--- src/rtl/display_scan_ctrl.sv ---
// display_scan_ctrl
//   Time-multiplexed scan controller for an N-digit 7-segment display that
//   shares one BCD-to-7-segment decoder across all digits. Each digit is shown
//   for REFRESH_DIV cycles, optionally followed by BLANK_CYCLES cycles with all
//   anodes off to suppress ghosting. New values arrive over a valid/ready
//   handshake and are committed only at the frame boundary (wrap from the last
//   digit to digit 0), so a single frame never mixes old and new digits.
//
// Ports
//   clk_i          clock, rising edge
//   reset_i        synchronous, active-high reset
//   load_valid_i   load_data_i is valid
//   load_data_i    BCD value, nibble i = digit i, digit 0 = LSD
//   load_ready_o   controller can accept a new value
//   lz_en_i        1 = blank leading zeros
//   bin_o          nibble driven to the shared decoder
//   an_o           one-hot digit enable, active-high, 0 = all off
//   frame_start_o  1-cycle pulse at the first SHOW cycle of digit 0
module display_scan_ctrl #(
    parameter int N_DIGITS     = 4,
    parameter int REFRESH_DIV  = 50000,
    parameter int BLANK_CYCLES = 16
) (
    input  logic                  clk_i,
    input  logic                  reset_i,
    input  logic                  load_valid_i,
    input  logic [4*N_DIGITS-1:0] load_data_i,
    output logic                  load_ready_o,
    input  logic                  lz_en_i,
    output logic [3:0]            bin_o,
    output logic [N_DIGITS-1:0]   an_o,
    output logic                  frame_start_o
);

    localparam int MAX_DB  = (REFRESH_DIV > BLANK_CYCLES) ? REFRESH_DIV : BLANK_CYCLES;
    localparam int MAX_CNT = (MAX_DB > 2) ? MAX_DB : 2;
    localparam int CNT_W   = $clog2(MAX_CNT);
    localparam int IDX_W   = $clog2(N_DIGITS);

    localparam logic [CNT_W-1:0] DIV_LAST   = CNT_W'(REFRESH_DIV - 1);
    localparam logic [CNT_W-1:0] BLANK_LAST = CNT_W'((BLANK_CYCLES > 0) ? BLANK_CYCLES - 1 : 0);
    localparam logic [IDX_W-1:0] IDX_LAST   = IDX_W'(N_DIGITS - 1);

    typedef enum logic {
        SHOW  = 1'b0,
        BLANK = 1'b1
    } phase_e;

    phase_e                phase_q, phase_d;
    logic [IDX_W-1:0]      idx_q, idx_d;
    logic [CNT_W-1:0]      cnt_q, cnt_d;
    logic [4*N_DIGITS-1:0] frame_q, frame_d;
    logic [4*N_DIGITS-1:0] pend_q, pend_d;
    logic                  pflag_q, pflag_d;

    logic                  advance;
    logic                  wrap;
    logic [N_DIGITS-1:0]   upper_zero;
    logic                  zero_run;
    logic                  lz_blank;

    // Ready is forced low during reset so nothing is captured while the
    // controller is being cleared.
    assign load_ready_o = !pflag_q && !reset_i;

    always_ff @(posedge clk_i) begin
        if (reset_i) begin
            phase_q <= SHOW;
            idx_q   <= '0;
            cnt_q   <= '0;
            frame_q <= '0;
            pend_q  <= '0;
            pflag_q <= 1'b0;
        end else begin
            phase_q <= phase_d;
            idx_q   <= idx_d;
            cnt_q   <= cnt_d;
            frame_q <= frame_d;
            pend_q  <= pend_d;
            pflag_q <= pflag_d;
        end
    end

    // Next-state: phase counter, digit advance, handshake and commit.
    always_comb begin
        phase_d = phase_q;
        idx_d   = idx_q;
        cnt_d   = cnt_q + 1'b1;
        frame_d = frame_q;
        pend_d  = pend_q;
        pflag_d = pflag_q;
        advance = 1'b0;
        wrap    = 1'b0;

        unique case (phase_q)
            SHOW: begin
                if (cnt_q == DIV_LAST) begin
                    cnt_d = '0;
                    if (BLANK_CYCLES > 0) phase_d = BLANK;
                    else                  advance = 1'b1;
                end
            end
            BLANK: begin
                if (cnt_q == BLANK_LAST) begin
                    cnt_d   = '0;
                    advance = 1'b1;
                end
            end
            default: ;
        endcase

        if (advance) begin
            phase_d = SHOW;
            if (idx_q == IDX_LAST) begin
                idx_d = '0;
                wrap  = 1'b1;
            end else begin
                idx_d = idx_q + 1'b1;
            end
        end

        // Ready is low whenever a value is pending, so a commit and a new
        // transfer can never land in the same cycle.
        if (wrap && pflag_q) begin
            frame_d = pend_q;
            pflag_d = 1'b0;
        end else if (load_valid_i && load_ready_o) begin
            pend_d  = load_data_i;
            pflag_d = 1'b1;
        end
    end

    // Outputs decoded straight from state, no added latency.
    always_comb begin
        bin_o         = 4'd0;
        an_o          = '0;
        frame_start_o = 1'b0;
        upper_zero    = '0;
        zero_run      = 1'b1;

        for (int i = 0; i < N_DIGITS; i++) begin
            if (idx_q == IDX_W'(i)) bin_o = frame_q[4*i +: 4];
        end

        // upper_zero[i] = nibble i and every higher nibble are zero.
        for (int i = N_DIGITS - 1; i >= 0; i--) begin
            zero_run      = zero_run && (frame_q[4*i +: 4] == 4'd0);
            upper_zero[i] = zero_run;
        end

        lz_blank = lz_en_i && (idx_q != '0) && upper_zero[idx_q];

        if (!reset_i && (phase_q == SHOW) && !lz_blank)
            an_o = N_DIGITS'(1) << idx_q;

        frame_start_o = !reset_i && (phase_q == SHOW) && (idx_q == '0) && (cnt_q == '0);

        if (reset_i) bin_o = 4'd0;
    end

endmodule

--- config.mk ---
export PLATFORM = sky130hd
export DESIGN_NAME = display_scan_ctrl
export DESIGN_NICKNAME = d
export VERILOG_FILES = /design/src/rtl/display_scan_ctrl.sv
export SDC_FILE = /design/constraint.sdc
export NUM_CORES = 1
export LEC_CHECK = 0
export ABC_AREA = 1
export CAP_MARGIN = 25
export CORE_UTILIZATION = 45
export DETAILED_ROUTE_END_ITERATION = 16
export PLACE_DENSITY = 0.64
export SLEW_MARGIN = 40
export SYNTH_ARGS = -nofsm -noshare
export SYNTH_HDL_FRONTEND = slang
export SYNTH_SLANG_ARGS = --single-unit
export TNS_END_PERCENT = 50
--- constraint.sdc ---
create_clock -name clk_i -period 2.6 [get_ports clk_i]
set_input_delay 0.52 -clock clk_i [delete_from_list [all_inputs] [get_ports clk_i]]
set_output_delay 0.52 -clock clk_i [all_outputs]
set_load 0.05 [all_outputs]
## Yosys cells after proc, flatten, opt, wreduce, memory -nomap -nowiden

Index checks and enable logic that the tools add are counted.
Widths: inputs -> output; s select.

| operators by class | value |
|---|---|
| reductions and logical operators | 25 |
| add/sub/neg operators | 2 |
| bitwise operators | 2 |
| equality and inequality tests | 5 |
| magnitude comparators | 1 |
| muxes and demuxes | 18 |
| shift operators | 1 |

Operators with widths:

| cell | count |
|---|---|
| $mux 16 | 2 |
| $pmux 16 s2 | 1 |
| $mux 4 | 6 |
| $add 16x1->16 const B | 1 |
| $eq 16x16->1 const B | 1 |
| $eq 16x4->1 const B | 1 |
| $logic_not 16->1 | 1 |
| $logic_not 4->1 | 4 |
| $logic_and 1x1->1 | 12 |
| $mux 1 | 6 |
| $eq 2x2->1 const B | 2 |
| $reduce_or 2->1 | 2 |
| $shl 1x2->4 const A | 1 |
| $logic_not 1->1 | 3 |
| $lt 2x3->1 const B | 1 |
| $add 2x1->2 const B | 1 |
| $bmux 1 s2 | 1 |
| $eq 2x1->1 const B | 1 |
| $logic_not 2->1 | 1 |
| $mux 2 | 1 |
| $not 1->1 | 2 |
| $pmux 1 s2 | 1 |
| $reduce_and 2->1 | 1 |
| $reduce_bool 2->1 | 1 |

| storage, ports and cells | value |
|---|---|
| input bits | 20 |
| register bits | 52 |
| word-level logic and storage cells | 60 |
| output and inout bits | 10 |

## Logic depth before layout (Yosys ltp)

Gate-level depths: netlist (run 1).

| logic depth | value |
|---|---|
| word-level depth | 10 |
| mapped depth | 10 |
| mapped depth without buffers | 9 |

## Worst setup path before layout (run 1)

Ideal clock, no wire load.

| timing path | value |
|---|---|
| kind | flip-flop to output port |
| start point | register idx_q[0] |
| end point | output frame_start_o |
| required time | 2.080 ns |
| cell stages (with the launch flop) | 7 |
| buffers on the path | 0 |
| data arrival time | 1.940 ns |
| path slack | 0.140 ns |
| cells stage by stage | dfxtp_1 > inv_1 > ha_1 > nand2_1 > nor3_1 > nand4_1 > nor3_1 |

| on the way | value |
|---|---|
| word-level cells in the longest chain between the ends | 3 |

Ends and longest elaborated chain:

| what | line | source |
|---|---|---|
| from (decl) | 50 | `logic [IDX_W-1:0] idx_q, idx_d;` |
| from (signal assigned) | 76 | `idx_q <= idx_d;` |
| $logic_not 2->1 | 156 | `frame_start_o = !reset_i && (phase_q == SHOW) && (idx_q == '0) && (cnt_q == '0);` |
| $logic_and 1x1->1 (2 in a row) | 156 |  |
| to (decl) | 32 | `output logic frame_start_o` |

No other way between the ends.

## Final worst setup path (run 1)

| timing path | value |
|---|---|
| start point | register idx_q[1] |
| end point | output bin_o[3] |

| on the way | value |
|---|---|
| word-level cells in the longest chain between the ends | 6 |
| elaborated cells between the ends (all ways) | 9 |
| classes of those cells | eq/ne: 3; mux: 5; reduce/logical: 1 |

Ends and longest elaborated chain:

| what | line | source |
|---|---|---|
| $logic_not 2->1 | 142 | `if (idx_q == IDX_W'(i)) bin_o = frame_q[4*i +: 4];` |
| $mux 4 (3 in a row) | 142 |  |
| $mux 4 * | 142 |  |
| $mux 4 * | 158 | `if (reset_i) bin_o = 4'd0;` |
| to (decl) | 30 | `output logic [3:0] bin_o,` |

Mark *: on every way between the ends. The rest lies on a longest branch, timed or not.

==> results.json, run 1 <==
{
  "die_h_um": 78.9,
  "ys_ff_latch": 52,
  "cts_setup_buffers": 0,
  "period_needed_ns": 2.44,
  "outcome": "complete, no violations",
  "yosys.area_share.simple": 0.341,
  "io_buffers": 29,
  "tightest_slew_ns": 0.497,
  "report.final.slew_viol_count": 0,
  "drt-total-wl_um": 5730,
  "synth_cells": 393,
  "synth-compound-area-share": 0.0988,
  "clock_latency_ns": 0.31,
  "initial_utilization": 0.474,
  "fmaxAchievable_mhz": 410,
  "ctsRootBufferMaster": "clkbuf_8",
  "tns_ns": 0,
  "die_area_mm2": 0.00622,
  "design_area_mm2": 0.00322,
  "crit_type": "register to output port",
  "synth_ff_type": "dfxtp_1",
  "ys_warn_count": 0,
  "synth_xor_area_frac": 0.0198,
  "arrival_ns": 1.92,
  "yosys.cell_count.top_type": "nand2_1",
  "synth.net_count": 419,
  "finalPower_w": 0.00141,
  "period_share": 0.939,
  "core_mm2": 0.00561,
  "ctsHoldBuffers": 0,
  "dp.final_hpwl_um": 4190,
  "hold_class": "register to register",
  "clk_path_buf_depth": 2,
  "hold_viol": 0,
  "grt_max_degree": 25,
  "synth_fa_ha_area_frac": 0.0282,
  "drt_first_pass_iters": 4,
  "num_rows": 27,
  "yosysSeqAreaShare": 0.391,
  "wl_per_cell_um": 11.6,
  "clock_sinks": 52,
  "antenna_found_initial": 0,
  "synth_mux_area_frac": 0,
  "ant_nets": 0,
  "num_vias": 2364,
  "ir_worst_vdd_mv": 0.261,
  "num_antenna_cells": 0,
  "drive_above_1_share": 0.0825,
  "place.gp.congestion": 0.795,
  "grt_pass1_wl_um": 9940,
  "cp_max_fo": 9,
  "track_usage": 0.204,
  "syn_avg_cell_area_um2": 6.77,
  "io_pins": 30,
  "setup_violations": 0,
  "leakagePower_nw": 1.36,
  "yosys-top-cells-count": "nand2_1 (87), nor2_1 (71), inv_1 (68)",
  "power_density_mw_per_mm2": 437,
  "cts_tree": "done",
  "fillCellCount": 563,
  "worstPathRequired_ns": 2.08,
  "htreeDepth": 2,
  "synth_top_family_by_area": "simple AND/OR/NAND/NOR gates",
  "dpl-instance-area_mm2": 0.00314,
  "grt_pass1_vias": 2177,
  "startpoint_type": "register",
  "areaGrowthSynthToFinish_pct": 21.1,
  "clk_pin_slew_ns": 0.09,
  "endpoint_kind": "output port",
  "netlist.area_leader.share": 0.391,
  "die_w_um": 78.9,
  "drtIter0Drc": 90,
  "ys_types": 31,
  "rsz0062_at_grt": "no",
  "vias_per_cell": 4.77,
  "synth_largest_area_cell": "dfxtp_1",
  "cts_buffers": 5,
  "maxCapViolCount": 0,
  "drc_errors": 0,
  "fin_nets": 450,
  "grt_remaining_overflow": 0,
  "syn_area_mm2": 0.00266,
  "post_cts_resized": 0,
  "synth-edff-count": 0,
  "synthTopCellsByArea": "dfxtp_1 (39%), nand2_1 (12%), nor2_1 (10%), inv_1 (9.6%), nand4_1 (4.9%)",
  "async_flop_share": 0,
  "fin_skew_ns": 0.00785,
  "slew_headroom": 0.667
}
-- cells in the final DEF (no fill, tap or decap), types with 3 or more instances in the layout --
cell / n
a21oi_1: 6
buf_12: 10
buf_4: 7
clkbuf_8: 5
clkdlybuf4s50_1: 19
dfxtp_1: 52
ha_1: 6
inv_1: 68
nand2_1: 87
nand3_1: 13
nand4_1: 21
nor2_1: 71
nor3_1: 3
o211ai_1: 3
o21ai_0: 12
o31ai_1: 16
xor2_1: 6
-- path summary, 6_finish.rpt --
kind                       endpoint  slack, ns  cells past startpoint              startpoint
max                        bin_o[3]       0.16                      8   idx_q[1]$_SDFFE_PP0P_
min          pend_q[4]$_SDFFE_PP0P_       0.48                      2  pend_q[4]$_SDFFE_PP0P_
max reg2reg     cnt_q[1]$_SDFF_PP0_       0.75                      8     cnt_q[0]$_SDFF_PP0_
min reg2reg  pend_q[4]$_SDFFE_PP0P_       0.48                      2  pend_q[4]$_SDFFE_PP0P_
-- where the power goes --
| part | switching (W) | internal [W] |
|---|---|---|
| logic | 0.0000736 | 0.0000668 |
| registers | 0.0000101 | 0.000818 |
| clock network | 0.000256 | 0.000184 |
| total | 0.000340 | 0.00107 |
-- state kept, by name, indices dropped and copies added (netlist names) --
signal / cells
cnt_q: 16
frame_q: 16
pend_q: 16
idx_q: 2
pflag_q: 1
phase_q: 1
-- routing by layer --
layer	track usage	vias to the layer above	part of all wire
met5	0	-	0
met2	0.301	49	0.40
met1	0.291	1016	0.55
li1	-	1292	-
met3	0.0448	7	0.042
met4	0.0691	0	0.015
-- kinds of logic (layout without fill, tap and decap cells) --
group	count (synthesis)	after routing
simple gates	204	204
xor+xnor	6	6
buf+inv	83	114
flops	52	52
compound gates	42	42
fa+ha+maj	6	6
-- per-stage QoR --
| stage | utilization | hold WS [ns] | setup slack (ns) | cells |
|---|---|---|---|---|
| global route | 0.575 | 0.494 | 0.00257 | 496 |
| floorplan | - | 0.441 | 0.140 | 393 |
| CTS | 0.573 | 0.477 | 0.101 | 496 |
| global placement | 0.559 | 0.461 | 0.264 | 489 |
| detailed placement | 0.559 | 0.463 | 0.215 | 489 |
| finish | 0.575 | 0.475 | 0.159 | 496 |
-- worst max-delay path, cell delays in order, from the launching register on --
cell	delay [ns]
dfxtp_1	0.41
inv_1	0.10
ha_1	0.18
inv_1	0.18
nand3_1	0.12
o211ai_1	0.11
o21ai_0	0.14
a21oi_2	0.20
buf_12	0.16
-- cell type report --
| class | count | area (um2) | share of cell area |
|---|---|---|---|
| Sequential cell | 52 | 1040 | 0.323 |
| Clock buffer | 6 | 72.6 | 0.0225 |
| Clock inverter | 1 | 5.00 | 0.00155 |
| Timing Repair Buffer | 36 | 443 | 0.137 |
| Multi-Input combinational cell | 258 | 1300 | 0.405 |
| Inverter | 71 | 267 | 0.0827 |
| Tap cell | 72 | 90.1 | 0.0280 |
Power figures use the tool's default switching activity.
==> run 2: changes to the inputs <==
--- a/config.mk
+++ b/config.mk
@@ -9,6 +9,7 @@
 export CAP_MARGIN = 25
 export CORE_UTILIZATION = 45
 export DETAILED_ROUTE_END_ITERATION = 16
+export GPL_ROUTABILITY_DRIVEN = 0
 export PLACE_DENSITY = 0.64
 export SLEW_MARGIN = 40
 export SYNTH_ARGS = -nofsm -noshare
==> results of run 2 <==
The final DEF is identical to that of run 1; final timing and power are the same.
